## src/rtl/fetch_ctrl_if.sv

```systemverilog
// rtl/fetch_ctrl_if.sv - fetch controller bus: instruction-memory port, redirect, and the instruction output
interface fetch_ctrl_if #(
    parameter int PC_WIDTH = 10
);
    logic                imem_req;
    logic [PC_WIDTH-1:0] imem_addr;
    logic                imem_gnt;
    logic                imem_rvalid;
    logic [31:0]         imem_rdata;
    logic                redirect;
    logic [PC_WIDTH-1:0] redirect_pc;
    logic                stall;
    logic                inst_valid;
    logic [31:0]         inst;
    logic [PC_WIDTH-1:0] inst_pc;

    modport master (
        output imem_req, imem_addr, inst_valid, inst, inst_pc,
        input  imem_gnt, imem_rvalid, imem_rdata, redirect, redirect_pc, stall
    );

    modport slave (
        input  imem_req, imem_addr, inst_valid, inst, inst_pc,
        output imem_gnt, imem_rvalid, imem_rdata, redirect, redirect_pc, stall
    );
endinterface

```

## src/rtl/fetch_ctrl.sv

```systemverilog
// rtl/fetch_ctrl.sv - single-outstanding instruction fetch with a 2-entry buffer and redirect squash
module fetch_ctrl #(
    parameter int                  PC_WIDTH = 10,
    parameter logic [PC_WIDTH-1:0] BOOT_PC  = '0
) (
    input  logic          clk,
    input  logic          rst,
    fetch_ctrl_if.master  bus
);
    typedef enum logic [1:0] {S_IDLE, S_REQ, S_RESP, S_FULL} state_t;

    state_t              r_state, w_state_nxt;
    logic [PC_WIDTH-1:0] r_pc, w_pc_nxt;
    logic [PC_WIDTH-1:0] r_inflight, w_inflight_nxt;
    logic                r_squash, w_squash_nxt;
    logic [31:0]         r_word  [2];
    logic [PC_WIDTH-1:0] r_waddr [2];
    logic                r_head;
    logic [1:0]          r_count;
    logic                w_push, w_pop, w_flush, w_tail;

    assign w_flush = bus.redirect;
    assign w_tail  = r_head ^ r_count[0];

    always_ff @(posedge clk) begin
        if (rst) begin
            r_state    <= S_IDLE;
            r_pc       <= BOOT_PC;
            r_inflight <= '0;
            r_squash   <= 1'b0;
        end else begin
            r_state    <= w_state_nxt;
            r_pc       <= w_pc_nxt;
            r_inflight <= w_inflight_nxt;
            r_squash   <= w_squash_nxt;
        end
    end

    always_comb begin
        w_state_nxt    = r_state;
        w_pc_nxt       = r_pc;
        w_inflight_nxt = r_inflight;
        w_squash_nxt   = r_squash;
        w_push         = 1'b0;
        w_pop          = (r_count != 2'd0) && !bus.stall && !bus.redirect;
        case (r_state)
            S_IDLE: begin
                w_state_nxt = S_REQ;
                if (bus.redirect) w_pc_nxt = bus.redirect_pc;
            end
            S_REQ: begin
                if (bus.redirect) begin
                    w_pc_nxt = bus.redirect_pc;
                    if (bus.imem_gnt) begin
                        w_squash_nxt = 1'b1;
                        w_state_nxt  = S_RESP;
                    end
                end else if (bus.imem_gnt) begin
                    w_inflight_nxt = r_pc;
                    w_pc_nxt       = r_pc + PC_WIDTH'(1);
                    w_state_nxt    = S_RESP;
                end
            end
            S_RESP: begin
                if (bus.redirect) begin
                    w_pc_nxt = bus.redirect_pc;
                    if (bus.imem_rvalid) begin
                        w_squash_nxt = 1'b0;
                        w_state_nxt  = S_REQ;
                    end else begin
                        w_squash_nxt = 1'b1;
                    end
                end else if (bus.imem_rvalid) begin
                    if (r_squash) begin
                        w_squash_nxt = 1'b0;
                        w_state_nxt  = S_REQ;
                    end else begin
                        w_push = 1'b1;
                        // count is at most 1 here, so after the push it stays below 2 only with a pop or from empty
                        w_state_nxt = (w_pop || r_count == 2'd0) ? S_REQ : S_FULL;
                    end
                end
            end
            S_FULL: begin
                if (bus.redirect) begin
                    w_pc_nxt    = bus.redirect_pc;
                    w_state_nxt = S_REQ;
                end else if (w_pop) begin
                    w_state_nxt = S_REQ;
                end
            end
            default: w_state_nxt = S_IDLE;
        endcase
    end

    always_ff @(posedge clk) begin
        if (rst) begin
            r_count    <= 2'd0;
            r_head     <= 1'b0;
            r_word[0]  <= '0;
            r_word[1]  <= '0;
            r_waddr[0] <= '0;
            r_waddr[1] <= '0;
        end else if (w_flush) begin
            r_count <= 2'd0;
            r_head  <= 1'b0;
        end else begin
            if (w_push) begin
                r_word[w_tail]  <= bus.imem_rdata;
                r_waddr[w_tail] <= r_inflight;
            end
            if (w_pop) r_head <= ~r_head;
            case ({w_push, w_pop})
                2'b10:   r_count <= r_count + 2'd1;
                2'b01:   r_count <= r_count - 2'd1;
                default: r_count <= r_count;
            endcase
        end
    end

    assign bus.imem_req   = (r_state == S_REQ);
    assign bus.imem_addr  = r_pc;
    assign bus.inst_valid = (r_count != 2'd0);
    assign bus.inst       = r_word[r_head];
    assign bus.inst_pc    = r_waddr[r_head];
endmodule

```

## src/flat_wrapper.sv

```systemverilog
// flat-port wrapper written by rule: the top's interface ports become plain ports
module fetch_ctrl_flat 
#(
    parameter int                  PC_WIDTH = 10,
    parameter logic [PC_WIDTH-1:0] BOOT_PC  = '0
)
  (clk, rst, bus_imem_req, bus_imem_addr, bus_inst_valid, bus_inst, bus_inst_pc, bus_imem_gnt, bus_imem_rvalid, bus_imem_rdata, bus_redirect, bus_redirect_pc, bus_stall);
  fetch_ctrl_if #(.PC_WIDTH(PC_WIDTH)) bus_i ();
  input  logic clk;
  input  logic rst;
  output wire logic [$bits(bus_i.imem_req)-1:0] bus_imem_req;
  output wire logic [$bits(bus_i.imem_addr)-1:0] bus_imem_addr;
  output wire logic [$bits(bus_i.inst_valid)-1:0] bus_inst_valid;
  output wire logic [$bits(bus_i.inst)-1:0] bus_inst;
  output wire logic [$bits(bus_i.inst_pc)-1:0] bus_inst_pc;
  input wire logic [$bits(bus_i.imem_gnt)-1:0] bus_imem_gnt;
  input wire logic [$bits(bus_i.imem_rvalid)-1:0] bus_imem_rvalid;
  input wire logic [$bits(bus_i.imem_rdata)-1:0] bus_imem_rdata;
  input wire logic [$bits(bus_i.redirect)-1:0] bus_redirect;
  input wire logic [$bits(bus_i.redirect_pc)-1:0] bus_redirect_pc;
  input wire logic [$bits(bus_i.stall)-1:0] bus_stall;
  assign bus_imem_req = bus_i.imem_req;
  assign bus_imem_addr = bus_i.imem_addr;
  assign bus_inst_valid = bus_i.inst_valid;
  assign bus_inst = bus_i.inst;
  assign bus_inst_pc = bus_i.inst_pc;
  assign bus_i.imem_gnt = bus_imem_gnt;
  assign bus_i.imem_rvalid = bus_imem_rvalid;
  assign bus_i.imem_rdata = bus_imem_rdata;
  assign bus_i.redirect = bus_redirect;
  assign bus_i.redirect_pc = bus_redirect_pc;
  assign bus_i.stall = bus_stall;
  fetch_ctrl #(.PC_WIDTH(PC_WIDTH), .BOOT_PC(BOOT_PC)) u_core (.clk(clk), .rst(rst), .bus(bus_i));
endmodule
```

## config.mk

```make
export PLATFORM = sky130hd
export DESIGN_NAME = fetch_ctrl_flat
export DESIGN_NICKNAME = d
export VERILOG_FILES = /design/src/rtl/fetch_ctrl_if.sv /design/src/rtl/fetch_ctrl.sv /design/src/flat_wrapper.sv
export SDC_FILE = /design/constraint.sdc
export NUM_CORES = 1
export LEC_CHECK = 0
export ABC_AREA = 1
export CELL_PAD_IN_SITES_DETAIL_PLACEMENT = 1
export CELL_PAD_IN_SITES_GLOBAL_PLACEMENT = 2
export CORE_MARGIN = 4
export CORE_UTILIZATION = 30
export DETAILED_ROUTE_END_ITERATION = 10
export GPL_TIMING_DRIVEN = 0
export PLACE_DENSITY_LB_ADDON = 0.1
export SYNTH_ARGS = -nofsm -noshare
export SYNTH_HDL_FRONTEND = slang
export SYNTH_SLANG_ARGS = --single-unit
```

## constraint.sdc

```tcl
create_clock -name clk -period 3.71 [get_ports clk]
set_clock_uncertainty 0.15 [all_clocks]
set_input_delay 0.5565 -clock clk [delete_from_list [all_inputs] [get_ports clk]]
set_output_delay 0.5565 -clock clk [all_outputs]
set_load 0.1 [all_outputs]
```

==> flow_metrics.py <==
metrics = {
    "run_status": {
        "status": "finished clean",
    },
    "clock_network": {
        "cts_buffer_depth": 2,
        "root_buffer": "clkbuf_16",
        "path_clk_slew_ns": 0.08,
        "clk_latency_ns": 0.35,
        "h-tree-depth": 3,
        "cts_sinks": 111,
        "cts_hold_buffers": 0,
        "cts_buffers": 9,
        "cts_tree": "yes",
    },
    "place": {
        "dpl_cell_area_um2": 6560,
        "post-dp-hpwl_um": 8810,
        "post-place-ws_ns": 0.359,
        "gp_congestion": 0.723,
        "port_buffers": 99,
    },
    "floorplan": {
        "die_y_um": 140,
        "die_area_um2": 19700,
        "ios": 102,
        "start_util": 0.304,
        "row_count": 48,
        "die_w_um": 140,
        "core_um2": 17200,
    },
    "route": {
        "ant_nets": 0,
        "drtIter0Drc": 87,
        "drt_wl_total_um": 12400,
        "vias": 3507,
        "via_per_inst": 4.39,
        "drc": 0,
        "wl_per_cell_um": 15.6,
        "dr.pass1.iters": 4,
    },
    "critical_path": {
        "critPathLaunchType": "register",
        "crit-reg2reg-launch": "u_core.r_state[0]$_SDFFE_PP0P_",
        "required_ns": 3.00,
        "worst-setup-path-type": "register to output port",
        "crit_path_max_fanout": 10,
        "r2r_end": "u_core.r_word[0][18]$_SDFFCE_PN0P_",
        "arrival_ns": 2.67,
        "regToRegSetupSlack_ns": 0.88,
        "reg2reg_depth": 8,
        "worstSetupEndpointType": "output port",
    },
    "pwr": {
        "peakVddDrop_mv": 0.209,
        "p_leak_nw": 2.82,
        "p_per_area_nw_per_um2": 425,
    },
    "final_layout": {
        "final_nets": 622,
        "final_cell_mix": "edfxtp_1, nor2_1, inv_1",
        "diodes": 0,
        "utilization": 0.401,
        "fin_area_um2": 6920,
        "drive_gt1_frac": 0.192,
        "syn_to_final_growth_pct": 31.9,
        "mostFrequentLayoutCell": "edfxtp_1",
    },
    "yosys": {
        "ys.flop_type": "edfxtp_1",
        "ys_seq_elements": 111,
        "ys_types": 30,
        "ys_warn_count": 0,
        "async_reset_ff_frac": 0,
        "syn_area_um2": 5240,
        "syn_area_per_cell_um2": 11.5,
        "synth_edf_count": 84,
        "seq_area_frac_synth": 0.584,
        "synth_cells": 456,
        "syn_nets": 510,
    },
    "sta": {
        "hold_viol": 0,
        "min_period_ns": 3.37,
        "setup_tns_ns": 0,
        "setup_viol": 0,
        "fmax_mhz": 296,
        "max_slew_margin": 0.322,
        "final_max_slew_viol_count": 0,
        "worst_slack_ns": 0.336,
        "min_period_over_period": 0.909,
        "rsz0062_at_grt": "false",
        "tightest_slew_ns": 1.02,
    },
    "run": {
        "maxCapViolCount": 0,
    },
    "grt": {
        "first_global_vias": 3905,
        "track_usage": 0.131,
        "overflow": 0,
        "antenna_found_initial": 0,
        "grt_start_max_net_pins": 26,
        "grt_pass1_wl_um": 20200,
    },
    "worst_hold_path": {
        "hold_depth": 2,
        "min_from": "u_core.r_inflight[3]$_SDFFE_PP0P_",
        "hold_class": "register to register",
        "min_to": "u_core.r_inflight[3]$_SDFFE_PP0P_",
    },
}
power breakdown:
| part | leakage [nW] | total (mW) | internal [mW] | switching, mW |
|---|---|---|---|---|
| Combinational | 1.58 | 0.478 | 0.132 | 0.346 |
| Clock | 0.150 | 1.05 | 0.594 | 0.456 |
| Sequential | 1.09 | 1.41 | 1.38 | 0.0302 |
| Total | 2.82 | 2.94 | 2.11 | 0.833 |
what timing repair did:
item,CTS,global route
cloned,0,0
setup buffers,0,0
hold endpoints to repair,0,0
resized for setup,18,22
endpoints found under the setup margin,18,22
area by class of cell:
| cell class | count | area (um2) |
|---|---|---|
| Fill cell | 1848 | 10300 |
| Sequential cell | 111 | 3060 |
| Multi-Input combinational cell | 260 | 1790 |
| Timing Repair Buffer | 101 | 1060 |
| Tap cell | 225 | 282 |
| Inverter | 65 | 245 |
| Clock buffer | 9 | 225 |
| Buffer | 20 | 150 |
| Clock inverter | 7 | 96.3 |
critical path, cell delays in order, from the launching register on:
cell	delay [ns]
dfxtp_1	0.31
clkbuf_1	0.30
clkbuf_1	0.55
mux2_2	0.28
dlygate4sd2_1	0.87
cells by family after synthesis:
family | synth area share
AOI/OAI and AO/OA | 0.0549
xor gates and xnor gates | 0.00167
adders and majority gates | 0.0143
buffers and inverters | 0.0754
DFF | 0.584
muxes | 0.0921
and+or+nand+nor | 0.178
state kept, by name, summed over array words and instances, names as in the netlist, named ones only:
name                  cells
u_core.r_word            64
u_core.r_waddr           20
u_core.bus.imem_addr     10
u_core.r_inflight        10
u_core.r_count            2
u_core.r_state            2
u_core.r_head             1
u_core.r_squash           1
metrics by stage:
| stage | hold slack, ns | cells | total power, mW |
|---|---|---|---|
| CTS | 0.339 | 798 | 2.99 |
| finish | 0.330 | 798 | 2.94 |
| floorplan | 0.291 | 456 | 1.78 |
| global route | 0.371 | 798 | 3.07 |
| global placement | 0.318 | 780 | 1.93 |
| detailed placement | 0.327 | 782 | 1.93 |
routing by layer:
metal,track usage,wire length (um)
met5,0,0
met4,0.0515,194
met3,0.0249,563
met2,0.226,6180
met1,0.161,5480
worst max path at each step:
| stage | start | slack, ns | endpoint | cells after the start |
|---|---|---|---|---|
| after floorplan | bus_redirect | 0.68 | u_core.r_waddr[1][0]$_SDFFCE_PN0P_ | 9 |
| after global placement | rst | -0.55 | u_core.r_word[0][8]$_SDFFCE_PN0P_ | 5 |
| after detailed placement | register | 0.36 | bus_inst[0] | 4 |
| after CTS | register | 0.005 | bus_inst[21] | 4 |
| after global routing | register | 0.14 | bus_inst[0] | 4 |
| final | register | 0.34 | bus_inst[15] | 4 |
cells in the mapped netlist, drive strengths merged, types with 4 or more instances:
| master | instances | share of area |
|---|---|---|
| o21ai | 22 | 0.021 |
| ha | 6 | 0.014 |
| nand2 | 31 | 0.024 |
| buf | 6 | 0.019 |
| dfxtp | 27 | 0.10 |
| o211ai | 4 | 0.0057 |
| nor3 | 6 | 0.0057 |
| a21oi | 22 | 0.021 |
| inv | 64 | 0.046 |
| nand3 | 7 | 0.0067 |
| edfxtp | 84 | 0.48 |
| nor2 | 107 | 0.13 |
| clkbuf | 14 | 0.010 |
| nand4 | 4 | 0.0048 |
| mux2 | 42 | 0.090 |
No activity file was read; power rests on OpenSTA's default activity.
